## src/rtl/mc_ctrl_pkg.sv

```systemverilog
// mc_ctrl_pkg: state, opcode/funct and datapath select encodings for the multi-cycle controller
package mc_ctrl_pkg;
  typedef enum logic [2:0] {
    S_FETCH  = 3'd0,
    S_DECODE = 3'd1,
    S_EXEC   = 3'd2,
    S_MEM    = 3'd3,
    S_WB     = 3'd4,
    S_HALT   = 3'd7
  } state_t;
  localparam logic [5:0] OP_R = 6'h00, OP_JAL = 6'h03, OP_BEQ = 6'h04, OP_ORI = 6'h0d;
  localparam logic [5:0] OP_LUI = 6'h0f, OP_LW = 6'h23, OP_SW = 6'h2b;
  localparam logic [5:0] FN_SLL = 6'h00, FN_JR = 6'h08, FN_ADD = 6'h20, FN_SUB = 6'h22, FN_SLT = 6'h2a;
  localparam logic [2:0] NPC_PC4 = 3'd0, NPC_BR = 3'd1, NPC_JAL = 3'd2, NPC_JR = 3'd3;
  localparam logic [1:0] RA_RD = 2'd0, RA_RT = 2'd1, RA_31 = 2'd2;
  localparam logic [2:0] RD_ALU = 3'd0, RD_MDR = 3'd1, RD_IMM = 3'd2, RD_PC4 = 3'd3, RD_SLT = 3'd5;
  localparam logic [3:0] ALU_ADD = 4'd0, ALU_SUB = 4'd1, ALU_OR = 4'd2, ALU_CMP = 4'd3, ALU_SLL = 4'd4;
  localparam logic [2:0] B_RT = 3'd0, B_SEXT = 3'd1, B_ZEXT = 3'd2, B_SHAMT = 3'd3;
  localparam logic [1:0] ERR_NONE = 2'd0, ERR_TIMEOUT = 2'd1, ERR_ILLEGAL = 2'd2;
  typedef struct packed {
    logic add, sub, sll, slt, jr, ori, lw, sw, beq, lui, jal;
  } iclass_t;
endpackage

```

## src/rtl/mc_decode.sv

```systemverilog
// mc_decode: maps an instruction word to a one-hot instruction class plus an illegal flag
module mc_decode
  import mc_ctrl_pkg::*;
(
  input  logic [31:0] instr,
  output iclass_t     ic,
  output logic        illegal
);
  logic [5:0] op, fn;
  logic r, unused_bits;
  assign op = instr[31:26];
  assign fn = instr[5:0];
  assign r = op == OP_R;
  assign unused_bits = ^instr[25:6];
  assign ic = '{
    add: r && fn == FN_ADD,
    sub: r && fn == FN_SUB,
    sll: r && fn == FN_SLL,
    slt: r && fn == FN_SLT,
    jr:  r && fn == FN_JR,
    ori: op == OP_ORI,
    lw:  op == OP_LW,
    sw:  op == OP_SW,
    beq: op == OP_BEQ,
    lui: op == OP_LUI,
    jal: op == OP_JAL
  };
  assign illegal = ~|ic;
endmodule

```

## src/rtl/mc_ctrl.sv

```systemverilog
// mc_ctrl: multi-cycle MIPS control FSM; define MC_CTRL_ILLEGAL_TRAP_EN to halt on illegal instructions
module mc_ctrl
  import mc_ctrl_pkg::*;
#(
  parameter int WAIT_MAX = 15,
  parameter int CNT_W    = 4
) (
  input  logic        clk,
  input  logic        reset,
  input  logic [31:0] instr,
  input  logic        alu_zero,
  input  logic        mem_ack,
  output logic        mem_req,
  output logic        mem_src,
  output logic        mem_we,
  output logic        ir_write,
  output logic        pc_write,
  output logic [2:0]  next_pc_op,
  output logic        reg_write,
  output logic [1:0]  reg_addr_op,
  output logic [2:0]  reg_data_op,
  output logic [3:0]  alu_op,
  output logic [2:0]  alu_b_op,
  output logic        a1_op,
  output logic        instr_done,
  output logic        halted,
  output logic [1:0]  err_code
);
  state_t state, next;
  logic [CNT_W-1:0] cnt;
  logic [1:0] err;
  iclass_t ic;
  logic illegal, f, e, m, w, h, sel, waiting, tmo, wb_we, ctl;
  mc_decode u_dec (.instr(instr), .ic(ic), .illegal(illegal));
  assign f = !reset && state == S_FETCH;
  assign e = !reset && state == S_EXEC;
  assign m = !reset && state == S_MEM;
  assign w = !reset && state == S_WB;
  assign h = !reset && state == S_HALT;
  assign sel = e | m | w;
  assign ctl = ic.beq | ic.jal | ic.jr;
  assign wb_we = ~(illegal | ic.sw | ic.beq | ic.jr | ic.jal);
  assign waiting = mem_req & ~mem_ack;
  assign tmo = waiting && cnt == CNT_W'(WAIT_MAX - 1);
  assign mem_req = f | m;
  assign mem_src = m;
  assign mem_we = m & ic.sw;
  assign ir_write = f & mem_ack;
  assign pc_write = (e & ctl) | (m & mem_ack & ic.sw) | w;
  assign instr_done = pc_write;
  assign next_pc_op = !e ? NPC_PC4 : ic.beq ? (alu_zero ? NPC_BR : NPC_PC4) :
                      ic.jal ? NPC_JAL : ic.jr ? NPC_JR : NPC_PC4;
  assign reg_write = (e & ic.jal) | (w & wb_we);
  assign reg_addr_op = e & ic.jal ? RA_31 : w & (ic.ori | ic.lw | ic.lui) ? RA_RT : RA_RD;
  assign reg_data_op = e & ic.jal ? RD_PC4 : !w ? RD_ALU : ic.lw ? RD_MDR :
                       ic.lui ? RD_IMM : ic.slt ? RD_SLT : RD_ALU;
  assign alu_op = !sel || ic.add ? ALU_ADD : ic.sub | ic.beq ? ALU_SUB : ic.ori ? ALU_OR :
                  ic.slt ? ALU_CMP : ic.sll ? ALU_SLL : ALU_ADD;
  assign alu_b_op = !sel ? B_RT : ic.ori ? B_ZEXT : ic.lw | ic.sw ? B_SEXT :
                    ic.sll ? B_SHAMT : B_RT;
  assign a1_op = sel & ic.sll;
  assign halted = h;
  assign err_code = reset ? ERR_NONE : err;
  always_comb begin
    next = state;
    case (state)
      S_FETCH:  next = mem_ack ? S_DECODE : tmo ? S_HALT : S_FETCH;
`ifdef MC_CTRL_ILLEGAL_TRAP_EN
      S_DECODE: next = illegal ? S_HALT : S_EXEC;
`else
      S_DECODE: next = S_EXEC;
`endif
      S_EXEC:   next = ctl ? S_FETCH : ic.lw | ic.sw ? S_MEM : S_WB;
      S_MEM:    next = mem_ack ? (ic.sw ? S_FETCH : S_WB) : tmo ? S_HALT : S_MEM;
      S_WB:     next = S_FETCH;
      default:  next = S_HALT;
    endcase
  end
  always_ff @(posedge clk) begin
    if (reset) begin
      state <= S_FETCH;
      cnt <= '0;
      err <= ERR_NONE;
    end else begin
      state <= next;
      cnt <= waiting && next == state ? cnt + 1'b1 : '0;
      if (next == S_HALT && state != S_HALT)
        err <= state == S_DECODE ? ERR_ILLEGAL : ERR_TIMEOUT;
    end
  end
endmodule

```

## config.mk

```make
export PLATFORM = sky130hd
export DESIGN_NAME = mc_ctrl
export DESIGN_NICKNAME = d
export VERILOG_FILES = /design/src/rtl/mc_ctrl_pkg.sv /design/src/rtl/mc_decode.sv /design/src/rtl/mc_ctrl.sv
export SDC_FILE = /design/constraint.sdc
export NUM_CORES = 1
export LEC_CHECK = 0
export ABC_AREA = 1
export BUFFER_PORTS_ARGS = -buffer_cell sky130_fd_sc_hd__buf_2
export CORE_MARGIN = 4
export CORE_UTILIZATION = 43
export CTS_CLUSTER_DIAMETER = 60
export CTS_CLUSTER_SIZE = 12
export DETAILED_ROUTE_END_ITERATION = 10
export PLACE_DENSITY = 0.79
export SETUP_SLACK_MARGIN = 0.1
export SYNTH_ARGS = -nofsm -noshare
export SYNTH_HDL_FRONTEND = slang
export SYNTH_SLANG_ARGS = --single-unit
```

## constraint.sdc

```tcl
create_clock -name clk -period 1.6 [get_ports clk]
set_input_delay 0.16 -clock clk [delete_from_list [all_inputs] [get_ports clk]]
set_output_delay 0.16 -clock clk [all_outputs]
set_load 0.03 [all_outputs]
```

==> impl_metrics.yaml, run 1 <==
global_route:
  antenna_found_initial: 0
  grt_pass1_wl_um: 5840
  grt-ovfl-total: 0
  track_usage_pct: 22.5
  grt_pass1_vias: 1283
  grt_max_degree: 10
logic_synthesis:
  ys_top_cells_by_area: "dfxtp_1 (18%), nor2_1 (12%), inv_1 (9.0%)"
  synth.distinct_cells: 28
  ys_async_sr_fraction_pct: 0
  synth_edf_count: 0
  synth_largest_area_cell: "dfxtp_1"
  ys_seq_area_share_pct: 18.1
  syn_area_sq_um: 996
  synth-seq-cells: 9
  synthFlopType: "dfxtp_1"
  yosys_warnings: 0
  syn_inst: 164
  synth_top_area_share_pct: 18.1
  avgSynthCellArea_sq_um: 6.07
layout:
  final_cell_mix: "buf_4 (27), buf_6 (24), nor2_1 (22)"
  fillCellCount: 124
  final_common_cell: "buf_4"
  diodes: 0
  fin_nets: 273
  syn_to_final_growth_pct: 86.8
  drive_gt1_share_pct: 60.7
  post-route-util_pct: 84.1
clock_network:
  cts_buffers: 3
  clk_latency_ns: 0.28
  ctsRootBufferMaster: "clkbuf_4"
  cts_tree: "built"
  htreeDepth: 1
  clk_pin_slew_ns: 0.07
  cts_buffer_depth: 2
  cts_sinks: 9
  postCtsHoldBufs: 0
status:
  violations: "setup timing"
  status: "finished with violations"
sta:
  clock_skew_ns: 0.00432
  clock.fmax_mhz: 527
  period_share_pct: 119
  drv_slew: 0
  rsz0062_at_grt: "true"
  hold_viol: 0
  setup_viol: 24
  setup_slack_ns: -0.297
  period_needed_ns: 1.90
placement:
  hpwl_um: 2210
  post-place-ws_ns: -0.0153
  io_buffers: 38
  gp_congestion: 0.883
floorplan:
  ios: 62
  core_sq_um: 2210
  die_width_um: 56.1
  die_area_sq_um: 3150
  rows: 17
  fp.dieH_um: 56.1
  initial_core_util_pct: 45.0
setup_path:
  cp-end-kind: "primary output"
  rr_startpoint: "state[1]$_SDFF_PP0_"
  crit_type: "reg -> out"
  rr_endpoint: "cnt[2]$_SDFF_PP0_"
  worstSetupStartpointType: "flip-flop"
  reg2reg_depth: 11
  ff2ff_setup_slack_ns: -0.17
  crit_arrival_ns: 1.74
  crit_required_ns: 1.44
  worstPathMaxFanout: 6
power_and_ir_drop:
  p_int_uw: 555
  combPwrFrac_pct: 53.5
  p_seq_share_pct: 26.9
  p_clk_share_pct: 19.6
  swShare_pct: 44.1
  vdd_drop_max_mv: 0.625
  leakage_nw: 0.827
  powerDensity_nw_per_um2: 533
  netSwitchingPower_uw: 437
  power_uw: 992
min_path:
  whs_path_depth: 2
  hold_start: "reset"
  hold_end: "state[0]$_SDFF_PP0_"
  hp-class: "in -> reg"
routing:
  vias: 1512
  wl_per_cell_um: 17.9
  vias_per_cell: 5.77
  ant_nets: 0
  firstDrtPassIters: 4
  wl_um: 4700
  drc_errors: 0
  dr.first_iter.drc_count: 48
job:
  maxCapViolations: 0
state kept, by name, summed over array words and instances (netlist names):
| register | cells |
|---|---|
| state | 3 |
| cnt | 4 |
| err | 2 |
final cells by class:
| class | instances | area, sq um | area share, % |
|---|---|---|---|
| inverter | 30 | 115 | 6.19 |
| tap | 28 | 35.0 | 1.88 |
| sequential | 9 | 191 | 10.3 |
| multi-input combinational | 122 | 930 | 50.0 |
| timing repair buffer | 69 | 563 | 30.3 |
| clock buffer | 4 | 26.3 | 1.41 |
critical path, cell delays in order, from the launching register on:
cell	delay [ns]
dfxtp_4	0.43
inv_2	0.09
nor2_4	0.14
o21ai_2	0.09
a21oi_2	0.20
nand3_2	0.18
a21oi_4	0.18
buf_6	0.15
power by group through the flow:
stage	sequential (mW)	clock (mW)	combinational [mW]
2_1_floorplan	0.257	0	0.222
3_3_place_gp	0.259	0	0.306
3_5_place_dp	0.260	0	0.312
4_1_cts	0.261	0.183	0.406
5_1_grt	0.268	0.201	0.558
6_report	0.267	0.194	0.531
Yosys cell counts (2+ instances only):
cell type and number:
nor4_1 2, nor2_1 32, nor3_1 3, nor2_2 7
nor2_4 3, ha_1 2, nand3b_1 2, nand2_1 16
nand3_2 5, o21ai_0 5, nand2_4 3, nand2_2 3
nand3_1 8, inv_2 5, buf_4 5, inv_1 24
nand4_1 7, o21ai_1 3, a21oi_1 12, dfxtp_1 9
metal layers:
metal	global-route usage (%)	share of wire, %
met2	40.6	49
met4	5.08	5.2
met1	27.3	37
met5	0	0
met3	4.41	8.5
how the worst max path moves through the flow:
| stage | end | slack, ns | startpoint |
|---|---|---|---|
| 6_report | alu_op[1] | -0.30 | state[2]$_SDFF_PP0_ |
| 5_1_grt | alu_op[1] | -0.33 | state[0]$_SDFF_PP0_ |
| 4_1_cts | alu_op[1] | -0.1 | state[1]$_SDFF_PP0_ |
| 3_5_place_dp | alu_op[1] | -0.02 | instr[27] |
| 3_3_place_gp | alu_op[1] | -0.04 | instr[29] |
| 2_1_floorplan | reg_data_op[1] | 0.002 | state[1]$_SDFF_PP0_ |
repair_timing:
item                       in CTS  in global routing
hold endpoints to repair        0                  0
gates cloned                    0                  0
gates resized for setup        62                 39
buffers inserted                8                 12
setup endpoints to repair      22                 28
pin swaps                      11                  9
logic make-up after synthesis:
logic type               count (synthesis)  synth area share (%)
AO/OA/AOI/OAI                           23                  12.4
XOR/XNOR                                 2                  1.76
adder cells (fa/ha/maj)                  2                  2.51
buffers and inverters                   35                  15.3
flip-flops                               9                  18.1
other                                    1                 0.377
AND/OR/NAND/NOR                         92                  49.5
stage by stage:
step	setup TNS (ns)	std cells	hold slack (ns)	cell area, sq um
3_5_place_dp	-0.0153	239	0.431	1350
6_report	-3.59	262	0.199	1860
3_3_place_gp	-0.0469	239	0.429	1350
4_1_cts	-0.648	251	0.185	1630
2_1_floorplan	0	166	0.390	1070
5_1_grt	-4.56	262	0.222	1860
Power figures use the tool's default switching activity.
==> inputs of run 2 (changes only) <==
Settings changed: ABC_AREA 1 to 0, CORE_UTILIZATION 43 to 40.
==> impl_metrics.yaml, run 2 <==
status:
  status: "aborted with a tool error"
  error: "[ERROR GRT-0232] Routing congestion too high. Check the congestion heatmap in the GUI."
  stop_stage: "global routing"
logic_synthesis:
  synthFlopType: "dfxtp_1"
  synthTopCellsByCount: "nor2_1 (19), dfxtp_1 (9), nand2_1 (8), a21oi_1 (7), nor3_1 (7)"
  synth_top_area_share_pct: 21.5
  synth_simple_gate_area_share_pct: 39.9
  avgSynthCellArea_sq_um: 7.04
  ys_seq_area_share_pct: 21.5
  yosysMostFrequentCell: "nor2_1"
  synth_compound_area_share_pct: 24.3
  synth_top_family_by_area: "simple AND/OR/NAND/NOR gates"
  muxShareOfSynthArea_pct: 1.19
  synth_largest_area_cell: "dfxtp_1"
  synth_edf_count: 0
  syn_inst: 119
  ys_top_cells_by_area: "dfxtp_1 (21%), nor2_1 (8.5%), nand2b_1 (4.5%)"
  synth_fa_ha_area_share_pct: 2.99
  synth-seq-cells: 9
  synth.distinct_cells: 45
  syn_area_sq_um: 838
  yosys.area_share.xor_xnor_pct: 2.09
  yosys_warnings: 0
  ys_async_sr_fraction_pct: 0
floorplan:
  initial_core_util_pct: 42.3
  die_width_um: 53.8
  ios: 62
  fp.dieH_um: 53.8
  rows: 16
clock_network:
  cts_sinks: 9
  cts_buffers: 3
  cts_buffer_depth: 2
  ctsRootBufferMaster: "clkbuf_4"
  htreeDepth: 1
  postCtsHoldBufs: 0
placement:
  post-place-ws_ns: -0.481
  hpwl_um: 2600
  place_area_sq_um: 1490
  gp_congestion: 0.839
  io_buffers: 38
sta:
  worst_path_end_type: "top-level output"
  worstEndpointGrtRepair: "pc_write"
global_route:
  grt-ovfl-total: 22
  grt_max_degree: 11
  track_usage_pct: 63.8
[run 2: changes by cell type after synthesis, moves of 5 or more]
cell      change
inv_2         -5
nand4_1       -5
nand2_1       -8
a21oi_1       -5
nor2_1       -13
clkbuf_1      +5
nand3_2       -5
nand2b_1      +6
inv_1        -20
nand3_1       -7
nor2_2        -7
[run 2: stage by stage]
| stage | util [%] | hold WS, ns | instances |
|---|---|---|---|
| after detailed placement | 75.4 | 0.454 | 219 |
| after floorplan | - | 0.372 | 121 |
| after CTS | 88.5 | 0.259 | 226 |
| after global placement | 75.4 | 0.442 | 219 |
[run 2: kinds of logic after synthesis]
| kind of cell | Yosys count |
|---|---|
| flops | 9 |
| xor+xnor | 2 |
| buf+inv | 13 |
| fa+ha+maj | 2 |
| simple gates | 62 |
| other cells | 1 |
| mux | 1 |
| compound gates | 29 |
[run 2: layer usage]
| layer | overflow | track usage (%) |
|---|---|---|
| met1 | 0 | 58.5 |
| met2 | 13 | 85.7 |
| met5 | 0 | 8.33 |
| met3 | 0 | 42.4 |
| met4 | 9 | 75.3 |
[run 2: timing repair]
item,4_1_cts
setup buffers,3
gates resized for setup,61
endpoints found under the setup margin,24
pin swaps,8
==> inputs of run 3 (changes only) <==
Settings changed: CORE_AREA set to 4 4 65 67, CORE_MARGIN 4 to unset, CORE_UTILIZATION 40 to unset, CTS_CLUSTER_DIAMETER 60 to unset, CTS_CLUSTER_SIZE 12 to unset, DIE_AREA set to 0 0 69 71, PLACE_DENSITY 0.79 to unset, PLACE_DENSITY_LB_ADDON set to 0.15, SETUP_SLACK_MARGIN 0.1 to unset.
==> impl_metrics.yaml, run 3 <==
setup_path:
  ff2ff_setup_slack_ns: 0.06
  crit_type: "in -> out"
  worstPathMaxFanout: 2
  cp-end-kind: "primary output"
  crit_arrival_ns: 1.88
  worstSetupStartpointType: "input port"
  crit_required_ns: 1.44
global_route:
  grt-ovfl-total: 0
  track_usage_pct: 12.2
  antenna_found_initial: 0
  grt_pass1_wl_um: 5080
  grt_pass1_vias: 1129
  grt_max_degree: 10
floorplan:
  initial_core_util_pct: 23.1
  fp.dieH_um: 71
  rows: 22
  die_width_um: 69
  core_sq_um: 3630
  ios: 62
  die_area_sq_um: 4900
job:
  maxCapViolations: 0
power_and_ir_drop:
  vdd_drop_max_mv: 0.773
  power_mw: 1.45
  leakage_nw: 0.767
  powerDensity_nw_per_um2: 817
clock_network:
  cts_buffers: 3
  ctsRootBufferMaster: "clkbuf_8"
  htreeDepth: 1
  clk_pin_slew_ns: 0.04
  clk_latency_ns: 0.23
  cts_tree: "built"
  cts_buffer_depth: 2
  cts_sinks: 9
sta:
  period_share_pct: 127
  clock.fmax_mhz: 491
  fin_tns_setup_ns: -4.60
  setup_slack_ns: -0.438
  hold_ws_ns: 0.344
  clock_skew_ns: 0.000559
  rsz0062_at_grt: "true"
  period_needed_ns: 2.04
  hold_viol: 0
  setup_viol: 16
  drv_slew: 0
placement:
  hpwl_um: 2480
  dp.cells: 241
  io_buffers: 38
  gp_congestion: 0.792
  post-place-ws_ns: -0.514
  place_area_sq_um: 1520
min_path:
  hp-class: "in -> reg"
status:
  status: "finished with violations"
  violations: "setup timing"
layout:
  regMostFlops: "cnt"
  drive_gt1_share_pct: 63.9
  post-route-util_pct: 49.0
  instances_no_fill: 250
  syn_to_final_growth_pct: 112
  diodes: 0
  final_common_cell: "buf_4"
  fin_area_sq_um: 1780
  largest_register_ffs: 4
  fillCellCount: 347
  top_regs: "cnt (4), state (3), err (2)"
  fin_nets: 241
  final_cell_mix: "buf_4 (59), buf_2 (17), nor2_1 (11)"
logic_synthesis:
  syn_inst: 119
  yosys_warnings: 0
  ys_seq_area_share_pct: 21.5
  synth_top_area_share_pct: 21.5
  avgSynthCellArea_sq_um: 7.04
  synth-seq-cells: 9
  syn_area_sq_um: 838
  synth.distinct_cells: 45
  synthFlopType: "dfxtp_1"
  synth_largest_area_cell: "dfxtp_1"
  ys_async_sr_fraction_pct: 0
  ys_top_cells_by_area: "dfxtp_1 (21%), nor2_1 (8.5%), nand2b_1 (4.5%)"
  synth_edf_count: 0
  synthTopCellsByCount: "nor2_1 (19), dfxtp_1 (9), nand2_1 (8), a21oi_1 (7), nor3_1 (7)"
  yosysMostFrequentCell: "nor2_1"
routing:
  ant_nets: 0
  vias: 1164
  firstDrtPassIters: 4
  vias_per_cell: 4.66
  wl_um: 3160
  wl_per_cell_um: 12.6
  drc_errors: 0
  dr.first_iter.drc_count: 50
-- run 3: final timing paths --
| path | startpoint | end | depth (start not counted) |
|---|---|---|---|
| setup / recovery | instr[27] | instr_done | 6 |
| hold / removal | mem_ack | state[0]$_SDFF_PP0_ | 3 |
| setup reg to reg | cnt[0]$_SDFF_PP0_ | err[0]$_SDFFE_PP0P_ | 6 |
| hold reg to reg | err[0]$_SDFFE_PP0P_ | err[0]$_SDFFE_PP0P_ | 2 |
-- run 3: final cells by class --
type	instances	area [sq um]	share of cell area [%]
sequential	9	189	10.6
multi-input combinational	99	830	46.6
inverter	4	15.0	0.844
tap	48	60.1	3.38
clock buffer	4	45.0	2.53
timing repair buffer	86	641	36.0
-- run 3: power breakdown --
group | total (mW) | switching [mW] | internal, mW | leakage [nW]
clock | 0.258 | 0.0851 | 0.173 | 0.0228
sequential | 0.354 | 0.0733 | 0.281 | 0.0750
combinational | 0.840 | 0.442 | 0.398 | 0.670
-- run 3: per-layer routing --
metal / vias up / part of all wire [%] / track usage (%)
li1: 590 / - / -
met1: 531 / 42 / 14.8
met2: 39 / 51 / 21.3
met3: 4 / 6.0 / 2.70
met4: 0 / 0.73 / 3.90
met5: - / 0 / 0
-- run 3: kinds of logic (layout without fill, tap and decap cells) --
logic type / count (synthesis) / count (layout) / share of synthesized area (%)
other: 1 / 3 / 0.447
AOI/OAI and AO/OA: 29 / 29 / 24.3
and+or+nand+nor: 62 / 62 / 39.9
DFF: 9 / 9 / 21.5
buffers and inverters: 13 / 94 / 7.61
xor gates and xnor gates: 2 / 2 / 2.09
adders and majority gates: 2 / 2 / 2.98
muxes: 1 / 1 / 1.19
-- run 3: critical path, stage by stage --
cell and delay, ns:
buf_6 0.09, or4_4 0.53, or3b_4 0.39, a31o_4 0.25, o41ai_4 0.23, buf_4 0.22
-- run 3: timing repair --
item | in CTS | in global routing
setup buffers | 3 | 2
hold endpoints to repair | 0 | 0
gates resized for setup | 34 | 17
hold buffers | 0 | 0
endpoints found under the setup margin | 20 | 22
cloned | 0 | 0
pin swaps | 6 | 6
